==> src/rtl/rgmii_to_gmii.sv <==
// rgmii_to_gmii: RGMII receive front end. Captures DDR nibbles, strips preamble/SFD,
// checks FCS and length, and delivers framed bytes with per-frame status and counters.
//
// state    | meaning
// IDLE     | waiting for dv with 0x55 (preamble) or 0xD5 (short preamble)
// PREAMBLE | inside the 0x55 run, waiting for SFD
// DATA     | delivering frame bytes through the one-byte hold stage
// DROP     | discarding the rest of the burst until dv falls

module rgmii_rx_iddr (
  input  logic       clk,
  input  logic       rst,
  input  logic [3:0] i_rxd,
  input  logic       i_ctrl,
  output logic [7:0] o_byte,
  output logic       o_dv,
  output logic       o_er
);
  logic [3:0] r_rise_d;
  logic [3:0] r_fall_d;
  logic       r_rise_c;
  logic       r_fall_c;

  always_ff @(posedge clk or negedge rst) begin
    if (!rst) begin
      r_rise_d <= '0;
      r_rise_c <= 1'b0;
    end else begin
      r_rise_d <= i_rxd;
      r_rise_c <= i_ctrl;
    end
  end

  always_ff @(negedge clk or negedge rst) begin
    if (!rst) begin
      r_fall_d <= '0;
      r_fall_c <= 1'b0;
    end else begin
      r_fall_d <= i_rxd;
      r_fall_c <= i_ctrl;
    end
  end

  // Realign both halves of the cycle onto the rising edge, as the IDDR primitive does.
  always_ff @(posedge clk or negedge rst) begin
    if (!rst) begin
      o_byte <= '0;
      o_dv   <= 1'b0;
      o_er   <= 1'b0;
    end else begin
      o_byte <= {r_fall_d, r_rise_d};
      o_dv   <= r_rise_c;
      o_er   <= r_rise_c ^ r_fall_c;
    end
  end
endmodule

module rgmii_to_gmii #(
  parameter int MAX_LEN = 1522,
  parameter int MIN_LEN = 64
) (
  input  logic        clk,
  input  logic        rst,
  input  logic [3:0]  rgmii_rxd,
  input  logic        rgmii_rx_ctrl,
  output logic [7:0]  rx_data,
  output logic        rx_valid,
  output logic        rx_sof,
  output logic        rx_eof,
  output logic        rx_err,
  output logic        rx_crc_ok,
  output logic [15:0] frame_count,
  output logic [15:0] err_count
);
  localparam logic [31:0] LP_POLY    = 32'hEDB88320;
  localparam logic [31:0] LP_RESIDUE = 32'hDEBB20E3;
  localparam logic [10:0] LP_MAX     = 11'(MAX_LEN);
  localparam logic [10:0] LP_MIN     = 11'(MIN_LEN);

  typedef enum logic [1:0] {ST_IDLE, ST_PREAMBLE, ST_DATA, ST_DROP} state_t;

  function automatic logic [31:0] crc_step(input logic [31:0] c, input logic [7:0] d);
    logic [31:0] v;
    v = c;
    for (int i = 0; i < 8; i++) begin
      v = (v[0] ^ d[i]) ? ((v >> 1) ^ LP_POLY) : (v >> 1);
    end
    return v;
  endfunction

  logic [7:0]  w_q_byte;
  logic        w_q_dv;
  logic        w_q_er;
  logic [7:0]  r_st_byte;
  logic        r_st_dv;
  logic        r_st_er;
  state_t      r_state;
  state_t      w_state_nxt;
  logic [10:0] r_cnt;
  logic [10:0] w_cnt_inc;
  logic [31:0] r_crc;
  logic [31:0] w_crc_nxt;
  logic        r_er_seen;
  logic        w_emit;
  logic        w_last;
  logic        w_over;
  logic        w_eof;
  logic        w_crc_ok;
  logic        w_err;
  logic [7:0]  r_rx_data;
  logic        r_rx_valid;
  logic        r_rx_sof;
  logic        r_rx_eof;
  logic        r_rx_err;
  logic        r_rx_crc_ok;
  logic [15:0] r_frame_count;
  logic [15:0] r_err_count;

  rgmii_rx_iddr u_iddr (
    .clk    (clk),
    .rst    (rst),
    .i_rxd  (rgmii_rxd),
    .i_ctrl (rgmii_rx_ctrl),
    .o_byte (w_q_byte),
    .o_dv   (w_q_dv),
    .o_er   (w_q_er)
  );

  // The stage register is the hold byte; the IDDR output is its successor, so the
  // eof decision is known when the held byte is released.
  always_ff @(posedge clk or negedge rst) begin
    if (!rst) begin
      r_st_byte <= '0;
      r_st_dv   <= 1'b0;
      r_st_er   <= 1'b0;
    end else begin
      r_st_byte <= w_q_byte;
      r_st_dv   <= w_q_dv;
      r_st_er   <= w_q_er;
    end
  end

  assign w_cnt_inc = (r_cnt == 11'h7FF) ? r_cnt : r_cnt + 11'd1;
  assign w_crc_nxt = crc_step(r_crc, r_st_byte);
  assign w_last    = ~w_q_dv;
  assign w_over    = w_q_dv & (w_cnt_inc == LP_MAX);
  assign w_eof     = w_last | w_over;
  assign w_crc_ok  = w_last & (w_crc_nxt == LP_RESIDUE);
  assign w_err     = w_over | ~w_crc_ok | r_er_seen | r_st_er | (w_cnt_inc < LP_MIN);

  always_ff @(posedge clk or negedge rst) begin
    if (!rst) r_state <= ST_IDLE;
    else      r_state <= w_state_nxt;
  end

  always_comb begin
    w_state_nxt = r_state;
    w_emit      = 1'b0;
    case (r_state)
      ST_IDLE: begin
        if (r_st_dv) begin
          if (r_st_byte == 8'h55)      w_state_nxt = ST_PREAMBLE;
          else if (r_st_byte == 8'hD5) w_state_nxt = ST_DATA;
          else                         w_state_nxt = ST_DROP;
        end
      end
      ST_PREAMBLE: begin
        if (!r_st_dv)                w_state_nxt = ST_IDLE;
        else if (r_st_byte == 8'h55) w_state_nxt = ST_PREAMBLE;
        else if (r_st_byte == 8'hD5) w_state_nxt = ST_DATA;
        else                         w_state_nxt = ST_DROP;
      end
      ST_DATA: begin
        if (!r_st_dv) begin
          w_state_nxt = ST_IDLE;
        end else begin
          w_emit = 1'b1;
          if (w_last)      w_state_nxt = ST_IDLE;
          else if (w_over) w_state_nxt = ST_DROP;
        end
      end
      ST_DROP: begin
        if (!r_st_dv) w_state_nxt = ST_IDLE;
      end
      default: w_state_nxt = ST_IDLE;
    endcase
  end

  always_ff @(posedge clk or negedge rst) begin
    if (!rst) begin
      r_cnt     <= '0;
      r_crc     <= '1;
      r_er_seen <= 1'b0;
    end else if (w_emit && !w_eof) begin
      r_cnt     <= w_cnt_inc;
      r_crc     <= w_crc_nxt;
      r_er_seen <= r_er_seen | r_st_er;
    end else if (w_emit || r_state != ST_DATA) begin
      r_cnt     <= '0;
      r_crc     <= '1;
      r_er_seen <= 1'b0;
    end
  end

  always_ff @(posedge clk or negedge rst) begin
    if (!rst) begin
      r_rx_data     <= '0;
      r_rx_valid    <= 1'b0;
      r_rx_sof      <= 1'b0;
      r_rx_eof      <= 1'b0;
      r_rx_err      <= 1'b0;
      r_rx_crc_ok   <= 1'b0;
      r_frame_count <= '0;
      r_err_count   <= '0;
    end else begin
      r_rx_data   <= w_emit ? r_st_byte : 8'h00;
      r_rx_valid  <= w_emit;
      r_rx_sof    <= w_emit & (r_cnt == 11'd0);
      r_rx_eof    <= w_emit & w_eof;
      r_rx_err    <= w_emit & w_eof & w_err;
      r_rx_crc_ok <= w_emit & w_eof & w_crc_ok;
      if (w_emit && w_eof) begin
        r_frame_count <= r_frame_count + 16'd1;
        if (w_err) r_err_count <= r_err_count + 16'd1;
      end
    end
  end

  assign rx_data     = r_rx_data;
  assign rx_valid    = r_rx_valid;
  assign rx_sof      = r_rx_sof;
  assign rx_eof      = r_rx_eof;
  assign rx_err      = r_rx_err;
  assign rx_crc_ok   = r_rx_crc_ok;
  assign frame_count = r_frame_count;
  assign err_count   = r_err_count;
endmodule

==> config.mk <==
export PLATFORM = sky130hd
export DESIGN_NAME = rgmii_to_gmii
export DESIGN_NICKNAME = d
export VERILOG_FILES = /design/src/rtl/rgmii_to_gmii.sv
export SDC_FILE = /design/constraint.sdc
export NUM_CORES = 1
export LEC_CHECK = 0
export BUFFER_PORTS_ARGS = -buffer_cell sky130_fd_sc_hd__clkbuf_2
export CORE_AREA = 3 3 111 113
export CTS_BUF_LIST = sky130_fd_sc_hd__clkbuf_8
export CTS_CLUSTER_SIZE = 25
export DETAILED_ROUTE_END_ITERATION = 6
export DIE_AREA = 0 0 114 116
export PLACE_DENSITY = 0.75
export SLEW_MARGIN = 20
export SYNTH_ARGS = -nofsm -noshare
export SYNTH_HDL_FRONTEND = slang
export SYNTH_SLANG_ARGS = --single-unit
==> constraint.sdc <==
create_clock -name clk -period 4.5 [get_ports clk]
set_clock_uncertainty 0.05 [all_clocks]
set_input_delay 0.45 -clock clk [delete_from_list [all_inputs] [get_ports clk]]
set_output_delay 0.45 -clock clk [all_outputs]
set_load 0.05 [all_outputs]
[After elaboration in Yosys (flattened, before gate mapping)]
Index checks and enable logic that the tools add are counted.
Widths: inputs -> output; s select.
Operators by class
  magnitude comparators: 1
  bitwise logic cells: 31
  reductions and logical operators: 9
  $add $sub $neg: 3
  equal/unequal tests: 12
  muxes and demuxes: 27
Operator list (count)
  $mux 32: 10
  $not 13->14: 8
  $mux 11: 3
  $add 16x1->16 const B: 2
  $eq 32x32->1 const B: 1
  $eq 11x11->1 const B: 2
  $mux 2: 7
  $add 11x1->11 const B: 1
  $logic_not 11->1: 1
  $lt 11x7->1 const B: 1
  $xor 1x1->1: 9
  $eq 8x7->1 const B: 1
  $eq 8x8->1 const B: 1
  $mux 8: 1
  $pmux 2 s4: 1
  $and 1x1->1: 6
  $ne 2x2->1 const B: 3
  $or 1x1->1: 6
  $mux 1: 5
  $eq 2x2->1 const B: 2
  $ne 4x4->1 const B: 1
  $reduce_and 3->1: 1
  $eq 2x1->1 const B: 1
  $logic_and 1x1->1: 2
  other kinds (6): 7
Word-level totals
  bits of input ports: 7
  logic and storage cells: 105
  bits in registers: 121
  output and inout bits: 45

[Depth between registers and ports, before layout]
  depth in word-level cells: 24
  gate-level depth with buffers: 11
  depth with buffers taken out: 10

[By module]
Synthesis repeated with hierarchy kept, for this count alone.
Unflattened totals
  cells, all modules: 555
  area, all modules: 6135.9 um2
Modules (own cells, without submodules)
  rgmii_to_gmii: cells an instance 534, area an instance 5626.6 um2, times used 1, sequential area each 2567.5 um2
  rgmii_rx_iddr: cells an instance 21, area an instance 509.2 um2, times used 1, sequential area each 500.5 um2

==> Flow_metrics.wiki <==
{| class="wikitable"
! Metric !! Value
|-
| Slew HR || 27.0%
|-
| Number of global-route vias before repair || approximately 4500
|-
| Warnings from Yosys || 0
|-
| Synth Area per Inst || 10.9 sq um
|-
| Top cell type by total area after synthesis || sky130_fd_sc_hd__dfrtp_1
|-
| Antenna cells || 0
|-
| Final worst path period share || around 82%
|-
| Floorplan die height || 116 um
|-
| Detailed-route vias per instance || 5.69
|-
| EDFF count, synth || 0
|-
| Number of buffers between clock root and the deepest sink || 2
|-
| Smallest hold slack || around 0.08 ns
|-
| FF-to-FF End || err_count[1]
|-
| Critical Path Max Stage Delay || ~0.76 ns
|-
| Critical-path maximum fanout || 17
|-
| Number of I/O port buffers || 51
|-
| FF+latch area || around 0.003 sq mm
|-
| Power density over the cells || 411 mW/mm^2
|-
| Initial core utilization || 54.2%
|-
| Final ANT Viol Nets || 0
|-
| Worst path buffer plus inverter count || 0
|-
| Clock slew at reported path FFs || around 0.09 ns
|-
| Worst setup slack after layout || ~0.8 ns
|-
| Synth Register Bits || 121
|-
| Leading cell type in the layout, fill and taps excluded || sky130_fd_sc_hd__dfrtp_1
|-
| Iteration-0 DRC count of the detailed router || between 300 and 400
|-
| Most frequent cells in the layout || sky130_fd_sc_hd__dfrtp_1, sky130_fd_sc_hd__xnor2_1, sky130_fd_sc_hd__clkbuf_2
|-
| Setup Viol. Count Final || 0
|-
| Transition at the pin with the smallest max-transition slack || ~1.1 ns
|-
| Number of cells on the critical path || 8
|-
| Share of flip-flops with an asynchronous set or reset || 100%
|-
| DRC viols || 0
|-
| Post-synth cell types || between 50 and 60
|-
| Achievable frequency || 0.270 GHz
|-
| Max-Cap Viols || 0
|-
| Post-CTS Resized || 0
|-
| Syn_nets || 580
|-
| Horizontal die dimension || 114 um
|-
| Initial antenna violation count || 0
|-
| Area of the placeable core || 0.0114 sq mm
|-
| Final slew viol count || 0
|-
| CTS Buf Count || 17
|-
| Minimum clock period || between 3 and 4 ns
|-
| Total chip power || 2.89 mW
|-
| Count of placed standard cells in the final layout, fillers left out || 780
|-
| Hold Violations, Final || 0
|-
| Clock root cell || sky130_fd_sc_hd__clkbuf_8
|-
| Area after DPL || ~0.0066 sq mm
|-
| Net total in the final layout || roughly 640
|-
| Chain of cells forming the critical path || xnor2_2, xor3_1, or3_1, a211o_1, nor4_1, o2111a_2, nor2_2, mux2_4
|-
| Post-Place Setup Slack || 0.811 ns
|-
| Global-route wire length before repair || 22600 um
|-
| Number of top-level design ports || 52
|-
| Category of the worst setup path launch point || flop
|-
| Gate Count Post-Synth || 568
|-
| Worst hold path depth || 1
|-
| Critical path required time || 4.77 ns
|-
| Area of the multi-input gates || 0.00296 sq mm
|-
| Number of setup buffers added after CTS || 0
|-
| Layout Cell Area excl Fill || about 0.007 sq mm
|-
| Portion of the post-synthesis area used by sequential elements || 49.6%
|-
| Fraction of final layout cells with drive strength greater than 1 || 22.3%
|-
| TritonRoute pass-1 iters || 5
|-
| Critical path launch point || r_st_byte[4]
|-
| Top Family by Delay on Critical Path || XOR/XNOR gates
|-
| DR WL/cell || 16.9 um
|-
| Result of the run || finished clean
|-
| Maximum ir drop on the vdd rail || 0.398 mV
|-
| Slowest CP cell || sky130_fd_sc_hd__xnor2_2
|-
| Largest net degree at the start of global routing || 57
|-
| Share of the synthesized area in the top cell type || 34.0%
|-
| Mapped cell area || 0.00619 sq mm
|-
| Die area || 0.0132 sq mm
|-
| Utilization of the core after routing || 61.4%
|-
| Critical Path Sink || err_count[1]
|-
| Routability cong. || roughly 0.94
|-
| Hold buffer count at CTS || 1
|-
| Fillcell total || ~930
|-
| Sum of overflow across all layers after global routing || 0
|-
| Reported leakage power || approximately 3.1 nW
|-
| Clock network latency to the later pin of the worst-skew pair || 0.44 ns
|-
| Setup TNS || 0 ns
|-
| Detailed placer's ending HPWL || 9200 um
|-
| Layout overhead on the synthesized area || 13.3%
|-
| Final wirelength || approximately 13000 um
|-
| Worst Setup End Kind || flop
|-
| # H-tree levels || 4
|-
| Class of the worst hold path || in2reg
|-
| Critical register-to-register path startpoint || r_st_byte[4]
|-
| Number of instances in the placed design || ~750
|-
| CTS tree || yes
|-
| Number of sinks driven by the clock tree || ~120
|-
| Synth Flop Type || sky130_fd_sc_hd__dfrtp_1
|-
| Area contributors post-synth || sky130_fd_sc_hd__dfrtp_1, sky130_fd_sc_hd__dfstp_2, sky130_fd_sc_hd__xnor2_1
|-
| Register-to-Register Path Depth || 8
|-
| Total vias in the final route || about 4400
|-
| Aggregate global-route resource usage || a little over a fifth
|-
| Crit path arrival time || 3.98 ns
|-
| Std cell rows || 39
|-
| Worst setup path class || reg2reg
|-
| Setup repair after global routing missed its margin || false
|-
| Setup slack of the worst register-to-register path || ~0.80 ns
|}
routing by layer:
| metal | part of all wire (%) | GRT usage (%) |
|---|---|---|
| met1 | 45 | 29.9 |
| met2 | 46 | 34.0 |
| met3 | 5.7 | 4.28 |
| met4 | 2.6 | 8.55 |
| met5 | 0 | 0 |
flip-flops by register name, summed over array words and instances, names as in the netlist:
name,count
err_count,16
frame_count,16
r_cnt,11
r_crc,32
r_er_seen,1
r_st_byte,8
r_st_dv,1
r_st_er,1
r_state,2
rx_crc_ok,1
rx_data,8
rx_eof,1
rx_err,1
rx_sof,1
rx_valid,1
u_iddr.o_byte,8
u_iddr.o_dv,1
u_iddr.o_er,1
u_iddr.r_fall_c,1
u_iddr.r_fall_d,4
u_iddr.r_rise_c,1
u_iddr.r_rise_d,4
synthesized netlist by cell type, types with 5 or more instances:
| library cell | count |
|---|---|
| sky130_fd_sc_hd__a21oi_1 | 34 |
| sky130_fd_sc_hd__and2_1 | 8 |
| sky130_fd_sc_hd__and3_1 | 13 |
| sky130_fd_sc_hd__buf_2 | 5 |
| sky130_fd_sc_hd__clkbuf_1 | 19 |
| sky130_fd_sc_hd__dfrtn_1 | 5 |
| sky130_fd_sc_hd__dfrtp_1 | 84 |
| sky130_fd_sc_hd__dfstp_2 | 32 |
| sky130_fd_sc_hd__ha_1 | 5 |
| sky130_fd_sc_hd__inv_1 | 12 |
| sky130_fd_sc_hd__mux2i_1 | 6 |
| sky130_fd_sc_hd__nand2_1 | 45 |
| sky130_fd_sc_hd__nand3_1 | 21 |
| sky130_fd_sc_hd__nand4_1 | 12 |
| sky130_fd_sc_hd__nor2_1 | 43 |
| sky130_fd_sc_hd__nor2b_1 | 5 |
| sky130_fd_sc_hd__nor3_1 | 16 |
| sky130_fd_sc_hd__nor3b_1 | 5 |
| sky130_fd_sc_hd__nor4_1 | 10 |
| sky130_fd_sc_hd__o21ai_0 | 12 |
| sky130_fd_sc_hd__o22a_1 | 5 |
| sky130_fd_sc_hd__o22ai_1 | 12 |
| sky130_fd_sc_hd__or3_1 | 5 |
| sky130_fd_sc_hd__xnor2_1 | 51 |
| sky130_fd_sc_hd__xnor3_1 | 12 |
| sky130_fd_sc_hd__xor2_1 | 40 |
power by group:
| group | leakage, nW | internal, mW | switching, mW |
|---|---|---|---|
| Sequential | 1.49 | 1.16 | 0.0737 |
| Clock | 0.207 | 0.427 | 0.548 |
| Combinational | 1.40 | 0.257 | 0.416 |
| Total | 3.10 | 1.85 | 1.04 |
cell type report:
| cell class | instances | area share [%] |
|---|---|---|
| sequential | 121 | 43.7 |
| multi-input combinational | 409 | 42.3 |
| timing repair buffer | 63 | 4.99 |
| clock buffer | 17 | 3.34 |
| tap | 143 | 2.55 |
| clock inverter | 15 | 2.48 |
| inverter | 12 | 0.642 |
worst min-delay path by stage:
stage                           startpoint                  to  slack, ns
after floorplan                        rst        err_count[0]       0.10
final                         rgmii_rxd[3]  u_iddr.r_rise_d[3]       0.08
after global routing          rgmii_rxd[3]  u_iddr.r_rise_d[3]       0.05
after detailed placement       u_iddr.o_er             r_st_er       0.28
after CTS                    rgmii_rx_ctrl     u_iddr.r_rise_c       0.06
after global placement    u_iddr.o_byte[0]        r_st_byte[0]       0.28
logic make-up (layout without fill, tap and decap cells):
family / after synthesis / in the layout / synth area share (%)
simple gates: 200 / 200 / 16.7
flops: 121 / 121 / 49.6
xor+xnor: 111 / 111 / 20.0
compound gates: 86 / 86 / 9.02
buf+inv: 38 / 107 / 2.53
mux: 7 / 7 / 1.21
fa+ha+maj: 5 / 5 / 1.01
Power figures use the tool's default switching activity.
